`src/rtl/mctrl_pkg.sv`:
```
// mctrl_pkg: state, ALU, opcode/funct and error-cause encodings shared by the multicycle controller
package mctrl_pkg;
   typedef enum logic [4:0] {
      S_IF = 5'd0, S_ID = 5'd1, S_EXC_MEM = 5'd2, S_EXC_R = 5'd3, S_EXC_I = 5'd4, S_EXC_LUI = 5'd5,
      S_EXC_BEQ = 5'd6, S_EXC_BNE = 5'd7, S_EXC_J = 5'd8, S_EXC_JAL = 5'd9, S_EXC_JR = 5'd10,
      S_EXC_JALR = 5'd11, S_MEM_RD = 5'd12, S_MEM_WD = 5'd13, S_WB_LW = 5'd14, S_WB_R = 5'd15,
      S_WB_I = 5'd16, S_ERROR = 5'd31
   } state_t;
   localparam logic [3:0] ALU_AND = 4'd0, ALU_OR = 4'd1, ALU_ADD = 4'd2, ALU_XOR = 4'd3, ALU_NOR = 4'd4;
   localparam logic [3:0] ALU_SRL = 4'd5, ALU_SUB = 4'd6, ALU_SLT = 4'd7, ALU_SLL = 4'd8, ALU_SRA = 4'd9;
   localparam logic [5:0] OP_R = 6'h00, OP_J = 6'h02, OP_JAL = 6'h03, OP_BEQ = 6'h04, OP_BNE = 6'h05;
   localparam logic [5:0] OP_ADDI = 6'h08, OP_SLTI = 6'h0A, OP_ANDI = 6'h0C, OP_ORI = 6'h0D, OP_XORI = 6'h0E;
   localparam logic [5:0] OP_LUI = 6'h0F, OP_LW = 6'h23, OP_SW = 6'h2B;
   localparam logic [5:0] FUN_SLL = 6'h00, FUN_SRL = 6'h02, FUN_SRA = 6'h03, FUN_JR = 6'h08, FUN_JALR = 6'h09;
   localparam logic [5:0] FUN_ADD = 6'h20, FUN_SUB = 6'h22, FUN_AND = 6'h24, FUN_OR = 6'h25, FUN_XOR = 6'h26;
   localparam logic [5:0] FUN_NOR = 6'h27, FUN_SLT = 6'h2A;
   localparam logic [1:0] ERR_NONE = 2'b00, ERR_ILL = 2'b01, ERR_OVF = 2'b10, ERR_TMO = 2'b11;
   typedef struct packed {
      logic mem_read, mem_write, iord, ir_write, reg_write, pc_write, pc_write_cond, branch, cpu_mio, sor_u;
      logic [1:0] reg_dst, mem_to_reg, alu_src_a, alu_src_b, pc_source;
      logic [3:0] alu_op;
   } ctrl_t;
   function automatic state_t id_next(input logic [5:0] op, input logic [5:0] fun);
      case (op)
         OP_R: return (fun == FUN_JR) ? S_EXC_JR : (fun == FUN_JALR) ? S_EXC_JALR : S_EXC_R;
         OP_LW, OP_SW: return S_EXC_MEM;
         OP_ADDI, OP_SLTI, OP_ANDI, OP_ORI, OP_XORI: return S_EXC_I;
         OP_LUI: return S_EXC_LUI;
         OP_BEQ: return S_EXC_BEQ;
         OP_BNE: return S_EXC_BNE;
         OP_J: return S_EXC_J;
         OP_JAL: return S_EXC_JAL;
         default: return S_ERROR;
      endcase
   endfunction
   function automatic logic fun_ok(input logic [5:0] fun, input logic en_shift);
      case (fun)
         FUN_ADD, FUN_SUB, FUN_AND, FUN_OR, FUN_XOR, FUN_NOR, FUN_SLT, FUN_SRL: return 1'b1;
         FUN_SLL, FUN_SRA: return en_shift;
         default: return 1'b0;
      endcase
   endfunction
   function automatic logic is_shift(input logic [5:0] fun);
      return fun == FUN_SLL || fun == FUN_SRL || fun == FUN_SRA;
   endfunction
   function automatic logic [3:0] alu_r(input logic [5:0] fun);
      case (fun)
         FUN_AND: return ALU_AND;
         FUN_OR: return ALU_OR;
         FUN_XOR: return ALU_XOR;
         FUN_NOR: return ALU_NOR;
         FUN_SRL: return ALU_SRL;
         FUN_SUB: return ALU_SUB;
         FUN_SLT: return ALU_SLT;
         FUN_SLL: return ALU_SLL;
         FUN_SRA: return ALU_SRA;
         default: return ALU_ADD;
      endcase
   endfunction
   function automatic logic [3:0] alu_i(input logic [5:0] op);
      case (op)
         OP_ANDI: return ALU_AND;
         OP_ORI: return ALU_OR;
         OP_XORI: return ALU_XOR;
         OP_SLTI: return ALU_SLT;
         default: return ALU_ADD;
      endcase
   endfunction
endpackage

```
`src/rtl/mctrl_decode.sv`:
```
// mctrl_decode: Moore decode of controller state (plus OP/FUN) into the datapath control vector
module mctrl_decode
   import mctrl_pkg::*;
(
   input  state_t     i_state,
   input  logic [5:0] i_op,
   input  logic [5:0] i_fun,
   input  logic       i_ready,
   input  logic       i_trap,
   output ctrl_t      o_ctrl
);
   always_comb begin
      o_ctrl = '0;
      o_ctrl.sor_u = !(i_op inside {OP_ANDI, OP_ORI, OP_XORI});
      case (i_state)
         S_IF: begin
            o_ctrl.mem_read = 1'b1;
            o_ctrl.cpu_mio = 1'b1;
            o_ctrl.ir_write = i_ready;
            o_ctrl.pc_write = i_ready;
            o_ctrl.alu_src_b = 2'b01;
            o_ctrl.alu_op = ALU_ADD;
         end
         S_ID: begin
            o_ctrl.alu_src_b = 2'b11;
            o_ctrl.alu_op = ALU_ADD;
         end
         S_EXC_MEM: begin
            o_ctrl.alu_src_a = 2'b01;
            o_ctrl.alu_src_b = 2'b10;
            o_ctrl.alu_op = ALU_ADD;
         end
         S_EXC_R: begin
            o_ctrl.alu_src_a = is_shift(i_fun) ? 2'b10 : 2'b01;
            o_ctrl.alu_op = alu_r(i_fun);
         end
         S_EXC_I: begin
            o_ctrl.alu_src_a = 2'b01;
            o_ctrl.alu_src_b = 2'b10;
            o_ctrl.alu_op = alu_i(i_op);
         end
         S_EXC_LUI: begin
            o_ctrl.reg_write = 1'b1;
            o_ctrl.mem_to_reg = 2'b10;
         end
         S_EXC_BEQ, S_EXC_BNE: begin
            o_ctrl.alu_src_a = 2'b01;
            o_ctrl.alu_op = ALU_SUB;
            o_ctrl.pc_write_cond = 1'b1;
            o_ctrl.branch = i_state == S_EXC_BEQ;
            o_ctrl.pc_source = 2'b01;
         end
         S_EXC_J: begin
            o_ctrl.pc_write = 1'b1;
            o_ctrl.pc_source = 2'b10;
         end
         S_EXC_JAL: begin
            o_ctrl.pc_write = 1'b1;
            o_ctrl.pc_source = 2'b10;
            o_ctrl.reg_write = 1'b1;
            o_ctrl.reg_dst = 2'b10;
            o_ctrl.mem_to_reg = 2'b11;
         end
         S_EXC_JR: begin
            o_ctrl.pc_write = 1'b1;
            o_ctrl.pc_source = 2'b11;
         end
         S_EXC_JALR: begin
            o_ctrl.pc_write = 1'b1;
            o_ctrl.pc_source = 2'b11;
            o_ctrl.reg_write = 1'b1;
            o_ctrl.reg_dst = 2'b01;
            o_ctrl.mem_to_reg = 2'b11;
         end
         S_MEM_RD: begin
            o_ctrl.mem_read = 1'b1;
            o_ctrl.iord = 1'b1;
            o_ctrl.cpu_mio = 1'b1;
         end
         S_MEM_WD: begin
            o_ctrl.mem_write = 1'b1;
            o_ctrl.iord = 1'b1;
            o_ctrl.cpu_mio = 1'b1;
         end
         S_WB_LW: begin
            o_ctrl.reg_write = 1'b1;
            o_ctrl.mem_to_reg = 2'b01;
         end
         S_WB_R: begin
            o_ctrl.reg_write = !i_trap;
            o_ctrl.reg_dst = 2'b01;
         end
         S_WB_I: o_ctrl.reg_write = !i_trap;
         default: o_ctrl = '0;
      endcase
   end
endmodule

```
`src/rtl/mctrl_param.sv`:
```
// mctrl_param: parametrised multicycle MIPS control FSM with MIO handshake, wait timeout and overflow trap
module mctrl_param
   import mctrl_pkg::*;
#(
   parameter int ALU_OP_W    = 3,
   parameter int MIO_TIMEOUT = 16,
   parameter bit EN_OVF_TRAP = 1'b1,
   parameter bit EN_SHIFT    = 1'b1
) (
   input  logic                clk,
   input  logic                reset,
   input  logic [31:0]         Inst_in,
   input  logic                zero,
   input  logic                overflow,
   input  logic                MIO_ready,
   output logic [4:0]          state_out,
   output logic                MemRead,
   output logic                MemWrite,
   output logic                IorD,
   output logic                IRWrite,
   output logic                RegWrite,
   output logic                PCWrite,
   output logic                PCWriteCond,
   output logic                Branch,
   output logic                CPU_MIO,
   output logic                SorU,
   output logic [1:0]          RegDst,
   output logic [1:0]          MemtoReg,
   output logic [1:0]          ALUSrcA,
   output logic [1:0]          ALUSrcB,
   output logic [1:0]          PCSource,
   output logic [ALU_OP_W-1:0] ALU_operation,
   output logic [1:0]          err_cause
);
   localparam int CW = (MIO_TIMEOUT > 2) ? $clog2(MIO_TIMEOUT) : 1;
   localparam logic [CW-1:0] TMO_LAST = CW'((MIO_TIMEOUT > 0) ? MIO_TIMEOUT - 1 : 0);
   state_t r_state, w_next;
   logic [CW-1:0] r_cnt;
   logic r_ovf;
   logic [1:0] r_err, w_cause;
   logic [5:0] w_op, w_fun;
   logic w_tmo, w_trap, w_mio, w_unused;
   ctrl_t w_ctrl;
   assign w_op = Inst_in[31:26];
   assign w_fun = Inst_in[5:0];
   assign w_unused = ^{Inst_in[25:6], zero};
   assign w_tmo = (MIO_TIMEOUT > 0) && (r_cnt == TMO_LAST);
   assign w_trap = EN_OVF_TRAP && r_ovf;
   assign w_mio = r_state inside {S_IF, S_MEM_RD, S_MEM_WD};
   // A ready in the last allowed wait cycle takes priority over the timeout
   always_comb begin
      w_next = r_state;
      w_cause = ERR_ILL;
      case (r_state)
         S_IF: begin
            w_next = MIO_ready ? S_ID : w_tmo ? S_ERROR : S_IF;
            w_cause = ERR_TMO;
         end
         S_ID: w_next = id_next(w_op, w_fun);
         S_EXC_MEM: w_next = (w_op == OP_LW) ? S_MEM_RD : S_MEM_WD;
         S_EXC_R: w_next = fun_ok(w_fun, EN_SHIFT) ? S_WB_R : S_ERROR;
         S_EXC_I: w_next = S_WB_I;
         S_MEM_RD: begin
            w_next = MIO_ready ? S_WB_LW : w_tmo ? S_ERROR : S_MEM_RD;
            w_cause = ERR_TMO;
         end
         S_MEM_WD: begin
            w_next = MIO_ready ? S_IF : w_tmo ? S_ERROR : S_MEM_WD;
            w_cause = ERR_TMO;
         end
         S_WB_R, S_WB_I: begin
            w_next = w_trap ? S_ERROR : S_IF;
            w_cause = ERR_OVF;
         end
         S_EXC_LUI, S_EXC_BEQ, S_EXC_BNE, S_EXC_J, S_EXC_JAL, S_EXC_JR, S_EXC_JALR, S_WB_LW: w_next = S_IF;
         default: w_next = S_ERROR;
      endcase
   end
   always_ff @(posedge clk) begin
      if (reset) begin
         r_state <= S_IF;
         r_cnt <= '0;
         r_ovf <= 1'b0;
         r_err <= ERR_NONE;
      end else begin
         r_state <= w_next;
         r_cnt <= (w_next != r_state) ? '0 : (w_mio && !MIO_ready) ? r_cnt + 1'b1 : r_cnt;
         if (r_state == S_IF)
            r_ovf <= 1'b0;
         else if ((r_state == S_EXC_R && (w_fun == FUN_ADD || w_fun == FUN_SUB)) || (r_state == S_EXC_I && w_op == OP_ADDI))
            r_ovf <= overflow;
         if (r_err == ERR_NONE && w_next == S_ERROR && r_state != S_ERROR)
            r_err <= w_cause;
      end
   end
   mctrl_decode u_decode (
      .i_state(r_state),
      .i_op(w_op),
      .i_fun(w_fun),
      .i_ready(MIO_ready),
      .i_trap(w_trap),
      .o_ctrl(w_ctrl)
   );
   assign state_out = r_state;
   assign MemRead = w_ctrl.mem_read;
   assign MemWrite = w_ctrl.mem_write;
   assign IorD = w_ctrl.iord;
   assign IRWrite = w_ctrl.ir_write;
   assign RegWrite = w_ctrl.reg_write;
   assign PCWrite = w_ctrl.pc_write;
   assign PCWriteCond = w_ctrl.pc_write_cond;
   assign Branch = w_ctrl.branch;
   assign CPU_MIO = w_ctrl.cpu_mio;
   assign SorU = w_ctrl.sor_u;
   assign RegDst = w_ctrl.reg_dst;
   assign MemtoReg = w_ctrl.mem_to_reg;
   assign ALUSrcA = w_ctrl.alu_src_a;
   assign ALUSrcB = w_ctrl.alu_src_b;
   assign PCSource = w_ctrl.pc_source;
   assign ALU_operation = ALU_OP_W'(w_ctrl.alu_op);
   assign err_cause = r_err;
endmodule

```
`config.mk`:
```
export PLATFORM = sky130hd
export DESIGN_NAME = mctrl_param
export DESIGN_NICKNAME = d
export VERILOG_FILES = /design/src/rtl/mctrl_pkg.sv /design/src/rtl/mctrl_decode.sv /design/src/rtl/mctrl_param.sv
export SDC_FILE = /design/constraint.sdc
export NUM_CORES = 1
export LEC_CHECK = 0
export CAP_MARGIN = 5
export CORE_ASPECT_RATIO = 0.75
export CORE_UTILIZATION = 47
export CTS_CLUSTER_DIAMETER = 40
export DETAILED_ROUTE_END_ITERATION = 12
export PLACE_DENSITY = 0.87
export SETUP_SLACK_MARGIN = 0.4
export SYNTH_ARGS = -nofsm -noshare
export SYNTH_HDL_FRONTEND = slang
export SYNTH_SLANG_ARGS = --single-unit
```
`constraint.sdc`:
```
create_clock -name clk -period 5.05 [get_ports clk]
set_clock_uncertainty 0.1 [all_clocks]
set_input_delay 0.505 -clock clk [delete_from_list [all_inputs] [get_ports clk]]
set_output_delay 0.505 -clock clk [all_outputs]
set_load 0.005 [all_outputs]
```
==> impl_metrics.py, run 1 <==
metrics = {
    "run_status": {
        "outcome": "complete, no violations",
    },
    "logic_synthesis": {
        "synth_compound_area_share_pct": 31.7,
        "synth_cell_types": 57,
        "syn_inst": 227,
        "synth_flop_cell": "dfxtp_1",
        "syn_avg_cell_area_sq_um": 6.98,
        "ys_seq_area_share_pct": 15.2,
        "synth_top_family_by_area": "simple AND/OR/NAND/NOR gates",
        "syn_area_sq_mm": 0.00158,
        "synthAdderAreaFrac_pct": 0.790,
        "synth_edf_count": 0,
        "synthSimpleGateAreaFrac_pct": 40.3,
        "yosys_warnings": 0,
        "synth_seq_cells": 12,
        "synth_xor_xnor_area_share_pct": 3.32,
        "muxShareOfSynthArea_pct": 1.90,
        "syn_nets": 265,
        "synth_async_sr_flop_share_pct": 0,
    },
    "finish": {
        "fin_util_pct": 67.6,
        "fin_area_sq_mm": 0.00207,
        "layout_common_cells": "45 x clkdlybuf4s50_1, 24 x nor2_1, 17 x a21oi_1, 14 x nor3_1, 14 x nand2_1",
        "fill_cells": 288,
        "area_growth_pct": 30.6,
        "multiInputGateArea_sq_mm": 0.00123,
        "stdcell_count": 298,
        "nets": 299,
        "diodes": 0,
        "layout_commonest_cell": "clkdlybuf4s50_1",
        "register_area_sq_um": 240,
        "layout-drive-gt1-share_pct": 4.23,
    },
    "timing": {
        "rsz0062_at_grt": "false",
        "setup_tns_ns": 0,
        "fmax_mhz": 300,
        "hold_viol_final": 0,
        "report.final.slew_viol_count": 0,
        "worst_pin_slew_ns": 0.814,
        "fin_crit_sh_pct": 65.9,
        "relSlewSlack_pct": 45.7,
        "period_minus_slack_ns": 3.33,
        "setup_violations": 0,
    },
    "detailed_routing": {
        "drt_pass1_iterations": 4,
        "wirelength_mm": 4.52,
        "drt_iter0_drc": 223,
        "via_per_inst": 6.22,
        "vias": 1855,
        "drt_drc_violations_left": 0,
        "ant_nets": 0,
        "wl_per_cell_um": 15.2,
    },
    "clock_network": {
        "clock_path_buffers": 2,
        "post_cts_buffers": 0,
        "worst_skew_pair.late_latency_ns": 0.24,
        "cts_tree": "yes",
        "cts_sinks": 12,
        "cts_hold_buf": 0,
        "cts_root_buffer": "clkbuf_8",
        "cts_resized": 0,
        "clkTransAtPathRegs_ns": 0.05,
        "cts_max_level": 1,
        "cts_buffers": 3,
    },
    "critical_path": {
        "path_class": "reg2out",
        "critPathRequiredTime_ns": 4.45,
        "rr_endpoint": "r_cnt[2]",
        "cp-start-kind": "flop",
        "crit_path_end_kind": "primary output",
        "cp_max_fo": 23,
        "arrival_ns": 2.72,
        "regToRegSetupSlack_ns": 2.27,
        "rr_worst_depth": 7,
        "rr_startpoint": "state_out[3]",
    },
    "global_route": {
        "grt_usage_pct": 25.4,
        "first_global_vias": 1491,
        "grt_max_degree": 33,
        "grt_first_pass_wirelength_mm": 7.40,
        "grt_use_met2_pct": 36.9,
        "grt_busiest_layer": "met1",
        "grtUsageMet1_pct": 40.1,
        "grt_overflow": 0,
        "antenna_found_initial": 0,
        "met3_usage_pct": 4.42,
    },
    "power_and_ir_drop": {
        "ir_worst_vdd_mv": 0.299,
        "leakage_nw": 0.778,
        "power_density_mw_per_mm2": 439,
    },
    "floorplanning": {
        "initial_core_util_pct": 51.7,
        "coreArea_sq_mm": 0.00306,
        "rows": 17,
        "dieHeight_um": 52.3,
        "dieWidth_um": 69.0,
        "num_io_pins": 67,
        "die_area_sq_mm": 0.00361,
    },
    "placed_design": {
        "dpl_cell_area_sq_mm": 0.00201,
        "dpl.hpwl_mm": 3.46,
        "place.gp.congestion": 0.929,
        "placedCellCount": 294,
        "port_buffers": 45,
    },
    "worst_hold_path": {
        "whs_endpoint": "err_cause[1]",
        "min_path_cells": 2,
        "hold_path_class": "reg2reg",
        "hold_path.startpoint": "err_cause[1]",
    },
    "job": {
        "cap_viol_max_count": 0,
    },
}
## metrics by stage
| step | worst slack, ns | total power [mW] | hold WS (ns) |
|---|---|---|---|
| floorplan | 2.73 | 0.549 | 0.377 |
| global placement | 1.81 | 0.787 | 0.372 |
| detailed placement | 1.81 | 0.799 | 0.383 |
| finish | 1.72 | 0.909 | 0.390 |
| global route | 1.47 | 0.981 | 0.411 |
| CTS | 1.73 | 0.907 | 0.394 |
## synth_stat cells (all sizes together), types with 6 or more instances
master | count | area share (%)
nor3 | 14 | 4.4
o21ai | 10 | 3.2
nand2b | 6 | 2.4
clkbuf | 8 | 1.9
nand2 | 14 | 3.3
and2 | 6 | 2.4
nor2 | 24 | 5.7
inv | 7 | 1.7
nor2b | 13 | 5.1
buf | 10 | 3.3
dfxtp | 12 | 15
and3 | 6 | 2.4
a21oi | 17 | 5.4
## cell type report
| cell class | instances | area share [%] |
|---|---|---|
| well taps | 38 | 2.30 |
| repair buffers | 47 | 22.5 |
| multi-input cells | 190 | 59.7 |
| flip-flops and latches | 12 | 11.6 |
| clock buffers | 4 | 2.66 |
| inverters | 7 | 1.27 |
## state kept, by name (all words and copies together) (netlist names)
register and cells:
err_cause 2, state_out 5, r_cnt 4, r_ovf 1
## cell families after synthesis
| family | after synthesis |
|---|---|
| DFF | 12 |
| and+or+nand+nor | 112 |
| muxes | 3 |
| xor gates and xnor gates | 6 |
| buffers and inverters | 25 |
| AOI/OAI and AO/OA | 68 |
| adders and majority gates | 1 |
## report_power, final
part / leakage (nW) / switching, mW / internal, mW / total [mW]
Clock: 0.0288 / 0.0342 / 0.0688 / 0.103
Sequential: 0.0974 / 0.0596 / 0.113 / 0.173
Combinational: 0.652 / 0.313 / 0.321 / 0.633
## routing by layer
layer / wire, um / vias up / share of wire (%)
met2: 1920 / 84 / 42
li1: - / 918 / -
met5: 0 / - / 0
met3: 387 / 0 / 8.6
met4: 0 / 0 / 0
met1: 2210 / 853 / 49
## worst max-delay path, stage by stage (launching register included)
cell and delay, ns:
dfxtp_1 0.56, nor2_1 0.32, nand2_1 0.14, or4_1 0.53, nor3_1 0.23, a21oi_1 0.11
o21ai_1 0.09, clkdlybuf4s50_1 0.51
## how the worst max path moves through the flow
stage | startpoint | end | slack (ns) | cells after the start
floorplan | Inst_in[5] | r_cnt[1] | 2.73 | 8
global placement | Inst_in[29] | ALU_operation[2] | 1.81 | 7
detailed placement | Inst_in[29] | ALU_operation[2] | 1.81 | 7
CTS | state_out[3] | ALU_operation[2] | 1.73 | 7
global route | state_out[3] | ALU_operation[2] | 1.47 | 7
finish | state_out[3] | ALU_operation[2] | 1.72 | 7
Note: power is estimated with default switching activity, not from simulation.
==> run 2, diff against run 1 <==
CORE_UTILIZATION = 43   (was 47)
PLACE_DENSITY = 0.81   (was 0.87)
clock period = 3.4 ns   (was 5.05 ns; I/O delays follow)
==> impl_metrics.py, run 2 (synthesis gave the netlist of run 1 again) <==
metrics = {
    "run_status": {
        "outcome": "complete, no violations",
    },
    "floorplanning": {
        "initial_core_util_pct": 46.6,
        "die_area_sq_mm": 0.00393,
        "dieWidth_um": 72.1,
        "num_io_pins": 67,
        "coreArea_sq_mm": 0.00340,
        "dieHeight_um": 54.6,
        "rows": 18,
    },
    "critical_path": {
        "cp_max_fo": 9,
        "crit_path_start": "state_out[1]",
        "cp-start-kind": "flop",
        "rr_startpoint": "state_out[4]",
        "crit_path_end_kind": "primary output",
        "critPathRequiredTime_ns": 2.96,
        "arrival_ns": 2.48,
        "path_class": "reg2out",
    },
    "timing": {
        "fmax_mhz": 343,
        "setup_violations": 0,
        "hold_viol_final": 0,
        "fin_crit_sh_pct": 85.7,
        "rsz0062_at_grt": "true",
        "worst_pin_slew_ns": 0.666,
        "setup_tns_ns": 0,
        "period_minus_slack_ns": 2.92,
        "relSlewSlack_pct": 55.3,
        "report.final.slew_viol_count": 0,
        "hold_ws_ns": 0.392,
    },
    "finish": {
        "fin_area_sq_mm": 0.00215,
        "stdcell_count": 316,
        "diodes": 0,
        "nets": 305,
        "multiInputGateArea_sq_mm": 0.00125,
        "layout_common_cells": "44 x clkdlybuf4s50_1, 23 x nor2_1, 17 x a21oi_1, 14 x nand2_1",
        "layout-drive-gt1-share_pct": 7.52,
        "fill_cells": 325,
        "register_area_sq_um": 241,
        "layout_commonest_cell": "clkdlybuf4s50_1",
        "fin_util_pct": 63.1,
        "largest_reg_flops": 5,
        "area_growth_pct": 35.5,
    },
    "clock_network": {
        "cts_root_buffer": "clkbuf_8",
        "cts_hold_buf": 0,
        "cts_tree": "yes",
        "worst_skew_pair.late_latency_ns": 0.25,
        "cts_buffers": 3,
        "cts_sinks": 12,
        "cts_max_level": 1,
        "clock_path_buffers": 2,
        "clkTransAtPathRegs_ns": 0.06,
    },
    "power_and_ir_drop": {
        "leakage_nw": 0.822,
        "ir_worst_vdd_mv": 0.385,
        "power_density_mw_per_mm2": 665,
    },
    "placed_design": {
        "dpl.hpwl_mm": 3.72,
        "place.gp.congestion": 0.917,
        "placedCellCount": 312,
        "dpl_cell_area_sq_mm": 0.00207,
        "port_buffers": 45,
    },
    "worst_hold_path": {
        "hold_path.startpoint": "err_cause[1]",
        "hold_path_class": "reg2reg",
    },
    "global_route": {
        "grt_first_pass_wirelength_mm": 7.91,
        "antenna_found_initial": 0,
        "first_global_vias": 1653,
        "grt_max_degree": 23,
        "grt_usage_pct": 26.0,
        "grt_overflow": 0,
    },
    "detailed_routing": {
        "via_per_inst": 6.02,
        "ant_nets": 0,
        "wirelength_mm": 4.92,
        "drt_drc_violations_left": 0,
        "drt_iter0_drc": 252,
        "wl_per_cell_um": 15.6,
        "vias": 1902,
        "drt_pass1_iterations": 5,
    },
    "job": {
        "cap_viol_max_count": 0,
    },
}
[run 2: cell count changes in the layout (fill, tap and decap cells not counted)]
cell	change
buf_4	+6
dfxtp_1	-1
dfxtp_2	+1
nor3_2	+1
clkdlybuf4s50_1	-1
nor2_4	+1
nor3_1	-1
dlymetal6s2s_1	+1
nor2_1	-1
[run 2: per-stage QoR]
stage / setup WS (ns) / total power, mW
floorplan: 1.25 / 0.815
global placement: 0.415 / 1.23
detailed placement: 0.395 / 1.24
CTS: 0.419 / 1.41
global route: 0.399 / 1.53
finish: 0.485 / 1.43
[run 2: final timing paths]
check | endpoint | slack (ns) | cells past startpoint
worst max-delay path | ALU_operation[2] | 0.48 | 6
worst min-delay path | err_cause[1] | 0.39 | 2
worst max register to register | r_cnt[3] | 0.59 | 9
worst min register to register | err_cause[1] | 0.39 | 2
[run 2: layout make-up]
type                    count  share of cell area [%]
multi-input cells         190                    58.1
repair buffers             53                    23.9
flip-flops and latches     12                    11.3
well taps                  50                    2.92
clock buffers               4                    2.57
inverters                   7                    1.22
[run 2: critical path, cell delays in order (launching register included)]
cell and delay, ns:
dfxtp_1 0.40, or2_1 0.34, or4_1 0.59, nor3_2 0.20
a21oi_1 0.10, o21ai_1 0.09, clkdlybuf4s50_1 0.51
[run 2: where the power goes]
group | total, mW | switching, mW | internal (mW)
clock network | 0.161 | 0.0587 | 0.103
logic | 1.04 | 0.530 | 0.513
registers | 0.223 | 0.0541 | 0.169
total | 1.43 | 0.642 | 0.784
[run 2: timing repair]
item,CTS,global route
setup buffers,0,0
endpoints found under the setup margin,1,1
gates resized for setup,2,3
endpoints found under the hold margin,0,0
[run 2: per-layer routing]
metal | track usage [%] | share of wire, % | vias up
li1 | - | - | 928
met1 | 38.0 | 49 | 869
met2 | 39.7 | 42 | 103
met3 | 6.26 | 9.1 | 2
met4 | 2.29 | 0.26 | 0
met5 | 0 | 0 | -
==> run 3, diff against run 2 <==
CORE_UTILIZATION = 55   (was 43)
DONT_BUFFER_PORTS = 1   (was default)
PLACE_DENSITY = 0.7   (was 0.81)
==> impl_metrics.py, run 3 (synthesis gave the netlist of run 1 again) <==
metrics = {
    "detailed_routing": {
        "ant_nets": 0,
        "wl_per_cell_um": 17.7,
        "drt_drc_violations_left": 0,
        "via_per_inst": 6.78,
        "wirelength_mm": 4.52,
        "drt_iter0_drc": 164,
        "drt_pass1_iterations": 5,
        "vias": 1730,
    },
    "power_and_ir_drop": {
        "p_sw_share_pct": 50.4,
        "leakage_nw": 0.633,
        "clock_power_share_pct": 13.7,
        "p_int_uw": 562,
        "p_seq_share_pct": 22.4,
        "power_density_mw_per_mm2": 688,
        "p_switching_uw": 571,
        "total_power_mw": 1.13,
        "power_frac_comb_pct": 63.9,
        "ir_worst_vdd_mv": 0.625,
    },
    "job": {
        "cap_viol_max_count": 0,
    },
    "timing": {
        "report.final.slew_viol_count": 0,
        "period_minus_slack_ns": 2.90,
        "setup_tns_ns": 0,
        "fmax_mhz": 345,
        "hold_ws_ns": 0.0642,
        "worst_pin_slew_ns": 0.753,
        "rsz0062_at_grt": "false",
        "setup_violations": 0,
        "relSlewSlack_pct": 49.1,
        "fin_crit_sh_pct": 85.2,
        "hold_viol_final": 0,
        "worst_slack_ns": 0.503,
    },
    "worst_hold_path": {
        "hold_path_class": "in2reg",
    },
    "clock_network": {
        "cts_max_level": 1,
        "clock_path_buffers": 2,
        "cts_sinks": 12,
        "clkTransAtPathRegs_ns": 0.06,
        "worst_skew_pair.late_latency_ns": 0.24,
        "cts_buffers": 3,
        "post_cts_buffers": 0,
        "cts_tree": "yes",
        "cts_root_buffer": "clkbuf_8",
        "cts_hold_buf": 0,
        "cts_resized": 0,
    },
    "finish": {
        "largest_reg_flops": 5,
        "layout-drive-gt1-share_pct": 6.85,
        "layout_commonest_cell": "nor2_1",
        "area_growth_pct": 3.95,
        "nets": 258,
        "layout_common_cells": "24 x nor2_1, 17 x a21oi_1, 14 x nor3_1, 14 x nand2_1, 13 x nor2b_1",
        "diodes": 0,
    },
    "floorplanning": {
        "rows": 16,
        "die_area_sq_mm": 0.00310,
        "coreArea_sq_mm": 0.00266,
        "dieWidth_um": 64.0,
        "num_io_pins": 67,
        "initial_core_util_pct": 59.5,
        "dieHeight_um": 48.5,
    },
    "placed_design": {
        "port_buffers": 0,
        "place.gp.congestion": 0.900,
        "dpl.hpwl_mm": 3.57,
        "dp_slack_ns": 0.617,
    },
    "critical_path": {
        "arrival_ns": 2.97,
        "cp_max_fo": 15,
        "crit_path_end_kind": "flop",
        "critPathRequiredTime_ns": 3.47,
        "cp-start-kind": "flop",
        "path_class": "reg2reg",
    },
    "global_route": {
        "first_global_vias": 1470,
        "grt_usage_pct": 29.3,
        "antenna_found_initial": 0,
        "grt_overflow": 0,
        "grt_max_degree": 20,
        "grt_first_pass_wirelength_mm": 7.21,
    },
    "run_status": {
        "outcome": "complete, no violations",
    },
}
## run 3: cell types whose count changed in the layout (fill, tap and decap cells not counted)
cell	delta
nor3_1	+1
nor2_1	+1
dfxtp_1	+1
nor3_2	-1
buf_4	-2
dfxtp_2	-1
nor2_4	-1
clkdlybuf4s50_1	-44
dlymetal6s2s_1	-1
## run 3: critical path: stages, from the launching register on
cell and delay [ns]:
dfxtp_1 0.46, buf_4 0.24, or2_1 0.28, o41ai_1 0.64, nor4b_1 0.14, nor4b_1 0.47
nand4_1 0.30, nor2_1 0.19
## run 3: per-layer routing
layer  vias up  GRT usage, %  routed length, um  share of wire [%]
met2       103          44.3               1950                 43
met4         0          2.65                  0                  0
met1       791          43.1               2090                 46
met5         -             0                  0                  0
li1        836             -                  -                  -
met3         0          7.31                481                 11
## run 3: power groups by stage
stage | logic, mW | clock network (mW) | registers, mW
4_1_cts | 0.713 | 0.158 | 0.250
3_3_place_gp | 0.691 | 0 | 0.251
2_1_floorplan | 0.618 | 0 | 0.197
6_report | 0.723 | 0.156 | 0.254
3_5_place_dp | 0.709 | 0 | 0.254
5_1_grt | 0.791 | 0.167 | 0.257
## run 3: final timing paths
path	from	to	slack, ns	cells past startpoint
setup reg to reg	state_out[1]	r_cnt[3]	0.50	7
setup / recovery	state_out[1]	r_cnt[3]	0.50	7
hold reg to reg	err_cause[1]	err_cause[1]	0.42	2
hold / removal	reset	state_out[2]	0.06	1
## run 3: cell type report
cell class              count  area [sq um]
inverters                   7          26.3
flip-flops and latches     12           240
fillers                   267          1020
well taps                  36          45.0
multi-input cells         190          1230
clock buffers               4          55.1
repair buffers              6          45.0
## run 3: per-stage QoR
step	instance area (sq um)	instances	util, %
global route	1650	255	61.8
detailed placement	1590	251	59.8
global placement	1590	251	59.8
CTS	1650	255	61.8
finish	1650	255	61.8
floorplan	1580	227	-
